`config.mk`:
```
export PLATFORM = sky130hd
export DESIGN_NAME = mips_trace_buffer_flat
export DESIGN_NICKNAME = d
export VERILOG_FILES = /design/src/rtl/mips_trace_pkg.sv /design/src/rtl/mips_trace_buffer_if.sv /design/src/rtl/mips_trace_buffer_ram.sv /design/src/rtl/mips_trace_buffer.sv /design/src/flat_wrapper.sv
export SDC_FILE = /design/constraint.sdc
export NUM_CORES = 2
export LEC_CHECK = 0
export ABC_AREA = 1
export CAP_MARGIN = 40
export CORE_AREA = 2 2 414 416
export DETAILED_ROUTE_END_ITERATION = 7
export DIE_AREA = 0 0 416 418
export PLACE_DENSITY = 0.73
export SETUP_SLACK_MARGIN = 0.4
export SYNTH_ARGS = -nofsm -noshare
export SYNTH_HDL_FRONTEND = slang
export SYNTH_HIERARCHICAL = 1
export SYNTH_SLANG_ARGS = --single-unit
```
`constraint.sdc`:
```
create_clock -name clk -period 10.8 [get_ports clk]
set_input_delay 2.16 -clock clk [delete_from_list [all_inputs] [get_ports clk]]
set_output_delay 2.16 -clock clk [all_outputs]
set_load 0.01 [all_outputs]
```
`src/rtl/mips_trace_pkg.sv`:
```
// Shared types and width helpers for the MIPS trace capture unit.
// Holds the capture state enum and pointer/count width functions.
package mips_trace_pkg;

    typedef enum logic [1:0] {
        TR_IDLE  = 2'd0,
        TR_ARMED = 2'd1,
        TR_POST  = 2'd2,
        TR_DONE  = 2'd3
    } state_t;

    // Width of a buffer pointer / read index.
    function automatic int ptr_w(input int depth);
        return $clog2(depth);
    endfunction

    // Width of a count that must reach depth itself.
    function automatic int cnt_w(input int depth);
        return $clog2(depth + 1);
    endfunction

    localparam int TR_DEF_DEPTH = 16;
    localparam int TR_DEF_PTR_W = ptr_w(TR_DEF_DEPTH);
    localparam int TR_DEF_CNT_W = cnt_w(TR_DEF_DEPTH);

endpackage

```
`src/rtl/mips_trace_buffer_if.sv`:
```
// Probe, control, readback and status bundle of the trace buffer.
// master: core/debug-host side; slave: mips_trace_buffer.
interface mips_trace_buffer_if
    import mips_trace_pkg::*;
#(
    parameter int WIDTH    = 32,
    parameter int CHANNELS = 4,
    parameter int DEPTH    = 16
);
    localparam int PW = ptr_w(DEPTH);
    localparam int CW = cnt_w(DEPTH);
    localparam int DW = CHANNELS * WIDTH;

    logic          arm;
    logic          sample_valid;
    logic [DW-1:0] probe;
    logic          trig;
    logic [WIDTH-1:0] trig_pc;
    logic          rd_en;
    logic [PW-1:0] rd_idx;
    logic [DW-1:0] rd_data;
    logic          rd_valid;
    logic [1:0]    state;
    logic          done;
    logic [CW-1:0] fill_count;
    logic [PW-1:0] trig_index;

    modport master (
        output arm, sample_valid, probe, trig, trig_pc,
        output rd_en, rd_idx,
        input  rd_data, rd_valid, state, done,
        input  fill_count, trig_index
    );

    modport slave (
        input  arm, sample_valid, probe, trig, trig_pc,
        input  rd_en, rd_idx,
        output rd_data, rd_valid, state, done,
        output fill_count, trig_index
    );

endinterface

```
`src/rtl/mips_trace_buffer_ram.sv`:
```
// trace_ram: simple dual-port sample store, one write per cycle,
// registered read (1-cycle latency) with a force-to-zero read option.
// Ports: clk, reset, we/waddr/wdata, re/rzero/raddr, rdata.
module trace_ram #(
    parameter int DW    = 128,
    parameter int DEPTH = 16,
    localparam int AW   = $clog2(DEPTH)
) (
    input  logic          clk,
    input  logic          reset,
    input  logic          we,
    input  logic [AW-1:0] waddr,
    input  logic [DW-1:0] wdata,
    input  logic          re,
    input  logic          rzero,
    input  logic [AW-1:0] raddr,
    output logic [DW-1:0] rdata
);

    logic [DW-1:0] mem [DEPTH];

    always_ff @(posedge clk) begin
        if (we) mem[waddr] <= wdata;
    end

    // Output register holds between reads.
    always_ff @(posedge clk) begin
        if (reset)
            rdata <= '0;
        else if (re)
            rdata <= rzero ? '0 : mem[raddr];
    end

endmodule

```
`src/rtl/mips_trace_buffer.sv`:
```
// Per-cycle trace capture: circular probe buffer frozen POST_TRIG
// samples after a trigger, read back oldest-first by a debug host.
// Ports: clk, reset (sync, active high), bus (mips_trace_buffer_if).
// Optional: define MIPS_TRACE_PC_MATCH_EN to also trigger when
// probe channel 0 (pc) equals trig_pc.
module mips_trace_buffer
    import mips_trace_pkg::*;
#(
    parameter int WIDTH     = 32,
    parameter int CHANNELS  = 4,
    parameter int DEPTH     = 16,
    parameter int POST_TRIG = 4
) (
    input  logic             clk,
    input  logic             reset,
    mips_trace_buffer_if.slave bus
);

    localparam int PW = ptr_w(DEPTH);
    localparam int CW = cnt_w(DEPTH);
    localparam int DW = CHANNELS * WIDTH;

    state_t        state_q, state_n;
    logic [PW-1:0] wr_ptr_q, wr_ptr_n;
    logic [CW-1:0] fill_q, fill_n;
    logic [CW-1:0] post_q, post_n;
    logic          rd_valid_q;

    logic          hit;
    logic          we;
    logic          re;
    logic          rd_zero;
    logic [PW-1:0] oldest;
    logic [PW-1:0] rd_addr;

`ifdef MIPS_TRACE_PC_MATCH_EN
    logic pc_hit;
    assign pc_hit = (bus.probe[WIDTH-1:0] == bus.trig_pc);
    assign hit    = bus.sample_valid & (bus.trig | pc_hit);
`else
    logic unused_trig_pc;
    assign unused_trig_pc = ^bus.trig_pc;
    assign hit = bus.sample_valid & bus.trig;
`endif

    always_comb begin
        state_n  = state_q;
        wr_ptr_n = wr_ptr_q;
        fill_n   = fill_q;
        post_n   = post_q;
        we       = 1'b0;
        // arm takes priority over any write or trigger
        if (bus.arm) begin
            state_n  = TR_ARMED;
            wr_ptr_n = '0;
            fill_n   = '0;
        end else if (bus.sample_valid) begin
            unique case (state_q)
                TR_ARMED: begin
                    we = 1'b1;
                    if (hit) begin
                        post_n  = CW'(POST_TRIG);
                        state_n = (POST_TRIG > 0) ? TR_POST
                                                  : TR_DONE;
                    end
                end
                TR_POST: begin
                    we     = 1'b1;
                    post_n = post_q - 1'b1;
                    if (post_q == CW'(1)) state_n = TR_DONE;
                end
                default: ;
            endcase
            if (we) begin
                wr_ptr_n = wr_ptr_q + 1'b1;
                if (fill_q != CW'(DEPTH))
                    fill_n = fill_q + 1'b1;
            end
        end
    end

    always_ff @(posedge clk) begin
        if (reset) begin
            state_q    <= TR_IDLE;
            wr_ptr_q   <= '0;
            fill_q     <= '0;
            post_q     <= '0;
            rd_valid_q <= 1'b0;
        end else begin
            state_q    <= state_n;
            wr_ptr_q   <= wr_ptr_n;
            fill_q     <= fill_n;
            post_q     <= post_n;
            rd_valid_q <= re;
        end
    end

    // Pointer math wraps mod DEPTH; a full buffer gives oldest=wr_ptr.
    assign oldest  = wr_ptr_q - PW'(fill_q);
    assign rd_addr = oldest + bus.rd_idx;
    assign rd_zero = (CW'(bus.rd_idx) >= fill_q);
    assign re      = bus.rd_en & (state_q == TR_DONE);

    trace_ram #(
        .DW    (DW),
        .DEPTH (DEPTH)
    ) u_ram (
        .clk   (clk),
        .reset (reset),
        .we    (we),
        .waddr (wr_ptr_q),
        .wdata (bus.probe),
        .re    (re),
        .rzero (rd_zero),
        .raddr (rd_addr),
        .rdata (bus.rd_data)
    );

    assign bus.rd_valid   = rd_valid_q;
    assign bus.state      = state_q;
    assign bus.done       = (state_q == TR_DONE);
    assign bus.fill_count = fill_q;
    assign bus.trig_index = (state_q == TR_DONE)
        ? PW'(fill_q - CW'(1) - CW'(POST_TRIG)) : '0;

endmodule

```
`src/flat_wrapper.sv`:
```
// flat-port wrapper written by rule: the top's interface ports become plain ports
module mips_trace_buffer_flat import mips_trace_pkg::*;
#(
    parameter int WIDTH     = 32,
    parameter int CHANNELS  = 4,
    parameter int DEPTH     = 16,
    parameter int POST_TRIG = 4
)
  (clk, reset, bus_arm, bus_sample_valid, bus_probe, bus_trig, bus_trig_pc, bus_rd_en, bus_rd_idx, bus_rd_data, bus_rd_valid, bus_state, bus_done, bus_fill_count, bus_trig_index);
  mips_trace_buffer_if #(.WIDTH(WIDTH), .CHANNELS(CHANNELS), .DEPTH(DEPTH)) bus_i ();
  input  logic clk;
  input  logic reset;
  input wire logic [$bits(bus_i.arm)-1:0] bus_arm;
  input wire logic [$bits(bus_i.sample_valid)-1:0] bus_sample_valid;
  input wire logic [$bits(bus_i.probe)-1:0] bus_probe;
  input wire logic [$bits(bus_i.trig)-1:0] bus_trig;
  input wire logic [$bits(bus_i.trig_pc)-1:0] bus_trig_pc;
  input wire logic [$bits(bus_i.rd_en)-1:0] bus_rd_en;
  input wire logic [$bits(bus_i.rd_idx)-1:0] bus_rd_idx;
  output wire logic [$bits(bus_i.rd_data)-1:0] bus_rd_data;
  output wire logic [$bits(bus_i.rd_valid)-1:0] bus_rd_valid;
  output wire logic [$bits(bus_i.state)-1:0] bus_state;
  output wire logic [$bits(bus_i.done)-1:0] bus_done;
  output wire logic [$bits(bus_i.fill_count)-1:0] bus_fill_count;
  output wire logic [$bits(bus_i.trig_index)-1:0] bus_trig_index;
  assign bus_i.arm = bus_arm;
  assign bus_i.sample_valid = bus_sample_valid;
  assign bus_i.probe = bus_probe;
  assign bus_i.trig = bus_trig;
  assign bus_i.trig_pc = bus_trig_pc;
  assign bus_i.rd_en = bus_rd_en;
  assign bus_i.rd_idx = bus_rd_idx;
  assign bus_rd_data = bus_i.rd_data;
  assign bus_rd_valid = bus_i.rd_valid;
  assign bus_state = bus_i.state;
  assign bus_done = bus_i.done;
  assign bus_fill_count = bus_i.fill_count;
  assign bus_trig_index = bus_i.trig_index;
  mips_trace_buffer #(.WIDTH(WIDTH), .CHANNELS(CHANNELS), .DEPTH(DEPTH), .POST_TRIG(POST_TRIG)) u_core (.clk(clk), .reset(reset), .bus(bus_i));
endmodule
```
==> results_dict.tcl <==
set metrics [dict create \
    status "complete, no violations" \
    cts_made_buffers 214 \
    grt_pass1_vias 60600 \
    gp_congestion 0.764 \
    relSlewSlack_pct 21.8 \
    fin_worst_skew_ns 0.0258 \
    port_buffers 278 \
    vias_per_cell 5.48 \
    grt_util_all_layers_pct 26.8 \
    vias 63300 \
    dpl.hpwl_um 116000 \
    drtIter0Drc 6718 \
    place_ws_ns 3.75 \
    layout-area-overhead-vs-synth_pct 13.1 \
    crit_arrival_ns 7.04 \
    clk_pin_slew_ns 0.06 \
    criticalPathCategory "input pin to register" \
    synth-seq-cells 2193 \
    critical-path-top-delay-family "buffers and inverters" \
    p_total_w 0.0190 \
    setup_viol 0 \
    crit_required_ns 11.55 \
    core_area_um2 169000 \
    cp_cell_sequence "clkdlybuf4s50_1 -> inv_1 -> fa_1 -> inv_1 -> fa_4 -> buf_12 -> buf_4 -> nand3_1 -> nand3_1 -> nand3_1 -> nand2_1 -> nand2_1 -> a21oi_1" \
    grt_pass1_wl_um 354000 \
    ctsResizeCount 0 \
    drive_gt1_share_pct 4.81 \
    ys_types 34 \
    post_drt_wl_per_cell_um 20.5 \
    cts-root-buf "clkbuf_16" \
    crit_top_cell "nand3_1" \
    drt_pass1_iterations 8 \
    period_share_pct 58.2 \
    syn_area_per_cell_um2 10.3 \
    fin_util_pct 62.1 \
    synthCells 9000 \
    cap_violations 0 \
    powerDensity_nw_per_um2 181 \
    final-hold-violation-count 0 \
    max_slew.worst_pin.slew_ns 1.17 \
    layout.nets 9322 \
    cts_num_sinks 2193 \
    tns_ns 0 \
    layout_setup_ws_ns 4.52 \
    critPathMaxFanout 177 \
    routed_wl_um 237000 \
    syn_area_um2 92900 \
    drc_errors 0 \
    cts_setup_buffers 0 \
    final.min_clock_period_ns 6.28 \
    row_count 151 \
    initial_core_util_pct 54.9 \
    die_x_um 416 \
    maxClockFrequency_ghz 0.159 \
    p_leak_nw 43.6 \
    cts_tree "yes" \
    ant_nets 0 \
    ir_drop_mv 0.157 \
    clock_latency_ns 0.85 \
    grt.overflow.total 0 \
    io_pins 311 \
    endpoint_kind "register" \
    hp-class "register to register" \
    timing.hold.ws_ns 0.463 \
    cp_num_buf_inv 5 \
    die_y_um 418 \
    htree_levels 4 \
    cp-start-kind "input pin" \
    rsz0062_at_grt "no" \
    clockBufferDepth 3 \
    hold_buffers 0 \
    grt_antenna_before_repair 42 \
    dieArea_um2 174000 \
    slew_viol_final 0 \
    grt_max_degree 201 \
    slowest_delay_ns 1.21 \
    yosysSeqAreaShare_pct 69.4 \
    slowest_stage "fa_4" \
    yosysWarnings 6 \
    synth.net_count 9189 \
]
==> state kept, by name, indices dropped and copies added (netlist names) <==
signal / cells
u_core/bus.rd_valid: 1
u_core/bus.state: 2
u_core/u_ram/rdata: 128
u_core/post_q: 5
u_core/wr_ptr_q: 4
u_core/u_ram/mem: 2048
u_core/bus.fill_count: 5
==> layout by cell type (no fill, tap or decap), types with 17 or more instances in the layout <==
| cell type | n |
|---|---|
| inv_1 | 1575 |
| edfxtp_1 | 2048 |
| clkbuf_8 | 19 |
| a21oi_1 | 133 |
| clkinv_1 | 37 |
| clkbuf_16 | 217 |
| clkbuf_1 | 67 |
| buf_4 | 54 |
| diode_2 | 17 |
| buf_12 | 31 |
| clkdlybuf4s50_1 | 277 |
| nor2_4 | 17 |
| clkinv_2 | 24 |
| nor2_1 | 17 |
| dfxtp_1 | 145 |
| nand2_1 | 2981 |
| nand3_1 | 1548 |
| buf_16 | 21 |
==> power by group <==
group          total [W]  switching (W)  internal [W]
sequential       0.00931     0.00000672       0.00930
clock            0.00730        0.00314       0.00417
combinational    0.00242        0.00172      0.000706
==> worst paths after layout <==
check                                             from                      to  slack (ns)  depth (start not counted)
worst min register to register  u_core/u_ram/rdata[37]  u_core/u_ram/rdata[37]        0.46                          2
worst max-delay path                     bus_rd_idx[1]  u_core/u_ram/rdata[97]        4.52                         13
worst max register to register      u_core/wr_ptr_q[1]  u_core/u_ram/rdata[97]        5.87                         12
worst min-delay path            u_core/u_ram/rdata[37]  u_core/u_ram/rdata[37]        0.46                          2
==> area by class of cell <==
| type | count | area, um2 |
|---|---|---|
| Multi-Input combinational cell | 4755 | 20500 |
| Sequential cell | 2193 | 64400 |
| Antenna cell | 17 | 42.5 |
| Timing Repair Buffer | 384 | 4390 |
| Clock buffer | 303 | 5940 |
| Clock inverter | 94 | 962 |
| Inverter | 1585 | 5990 |
| Tap cell | 2218 | 2780 |
| Fill cell | 12600 | 64100 |
==> cells in the mapped netlist <==
| cell type | count | area share, % |
|---|---|---|
| and3_1 | 1 | 0.0067 |
| nor3_1 | 2 | 0.011 |
| nand3_4 | 1 | 0.019 |
| nand2_2 | 1 | 0.0067 |
| o211ai_1 | 1 | 0.0081 |
| or2_2 | 1 | 0.0067 |
| dfxtp_1 | 145 | 3.1 |
| nor2_2 | 3 | 0.020 |
| inv_1 | 1578 | 6.4 |
| nor2_1 | 34 | 0.14 |
| clkbuf_1 | 132 | 0.53 |
| a21oi_1 | 133 | 0.72 |
| nand2_1 | 2982 | 12 |
| nand3_2 | 1 | 0.011 |
| fa_1 | 3 | 0.065 |
| nor2_8 | 1 | 0.022 |
| a21o_1 | 2 | 0.016 |
| o21ai_0 | 4 | 0.022 |
| inv_2 | 6 | 0.024 |
| a22oi_1 | 1 | 0.0081 |
| xor2_1 | 4 | 0.038 |
| a21oi_2 | 8 | 0.075 |
| o21ai_1 | 3 | 0.016 |
| nand3_1 | 1548 | 8.3 |
| buf_6 | 6 | 0.073 |
| ha_1 | 16 | 0.22 |
| nand4_1 | 3 | 0.020 |
| edfxtp_1 | 2048 | 66 |
| inv_4 | 1 | 0.0067 |
| buf_4 | 13 | 0.11 |
| xnor2_1 | 1 | 0.0094 |
| nor3_2 | 1 | 0.011 |
| buf_1 | 29 | 0.12 |
| buf_2 | 287 | 1.5 |
==> routing by layer <==
metal  vias up  global-route usage, %  wire length, um
li1      29300                      -                -
met1     30400                   33.5            90000
met2      2935                   46.2           117000
met3       563                   4.37            19900
met4        30                   11.8             9080
met5         -                      0              194
==> kinds of logic after synthesis <==
family | Yosys count | synth area share (%)
AND/OR/NAND/NOR | 4579 | 20.7
flip-flops | 2193 | 69.4
buffers and inverters | 2052 | 8.79
AO/OA/AOI/OAI | 152 | 0.862
adder cells (fa/ha/maj) | 19 | 0.280
XOR/XNOR | 5 | 0.0472
==> worst min-delay path: stages (launching register included) <==
cell	delay, ns
dfxtp_1	0.31
nand2_1	0.06
a21oi_1	0.05
==> stage by stage <==
step	cells	instance area (um2)
finish	11500	105000
detailed placement	11100	98000
CTS	11500	105000
floorplan	9000	92900
global route	11500	105000
global placement	11100	97300
Note: power is estimated with default switching activity, not from simulation.
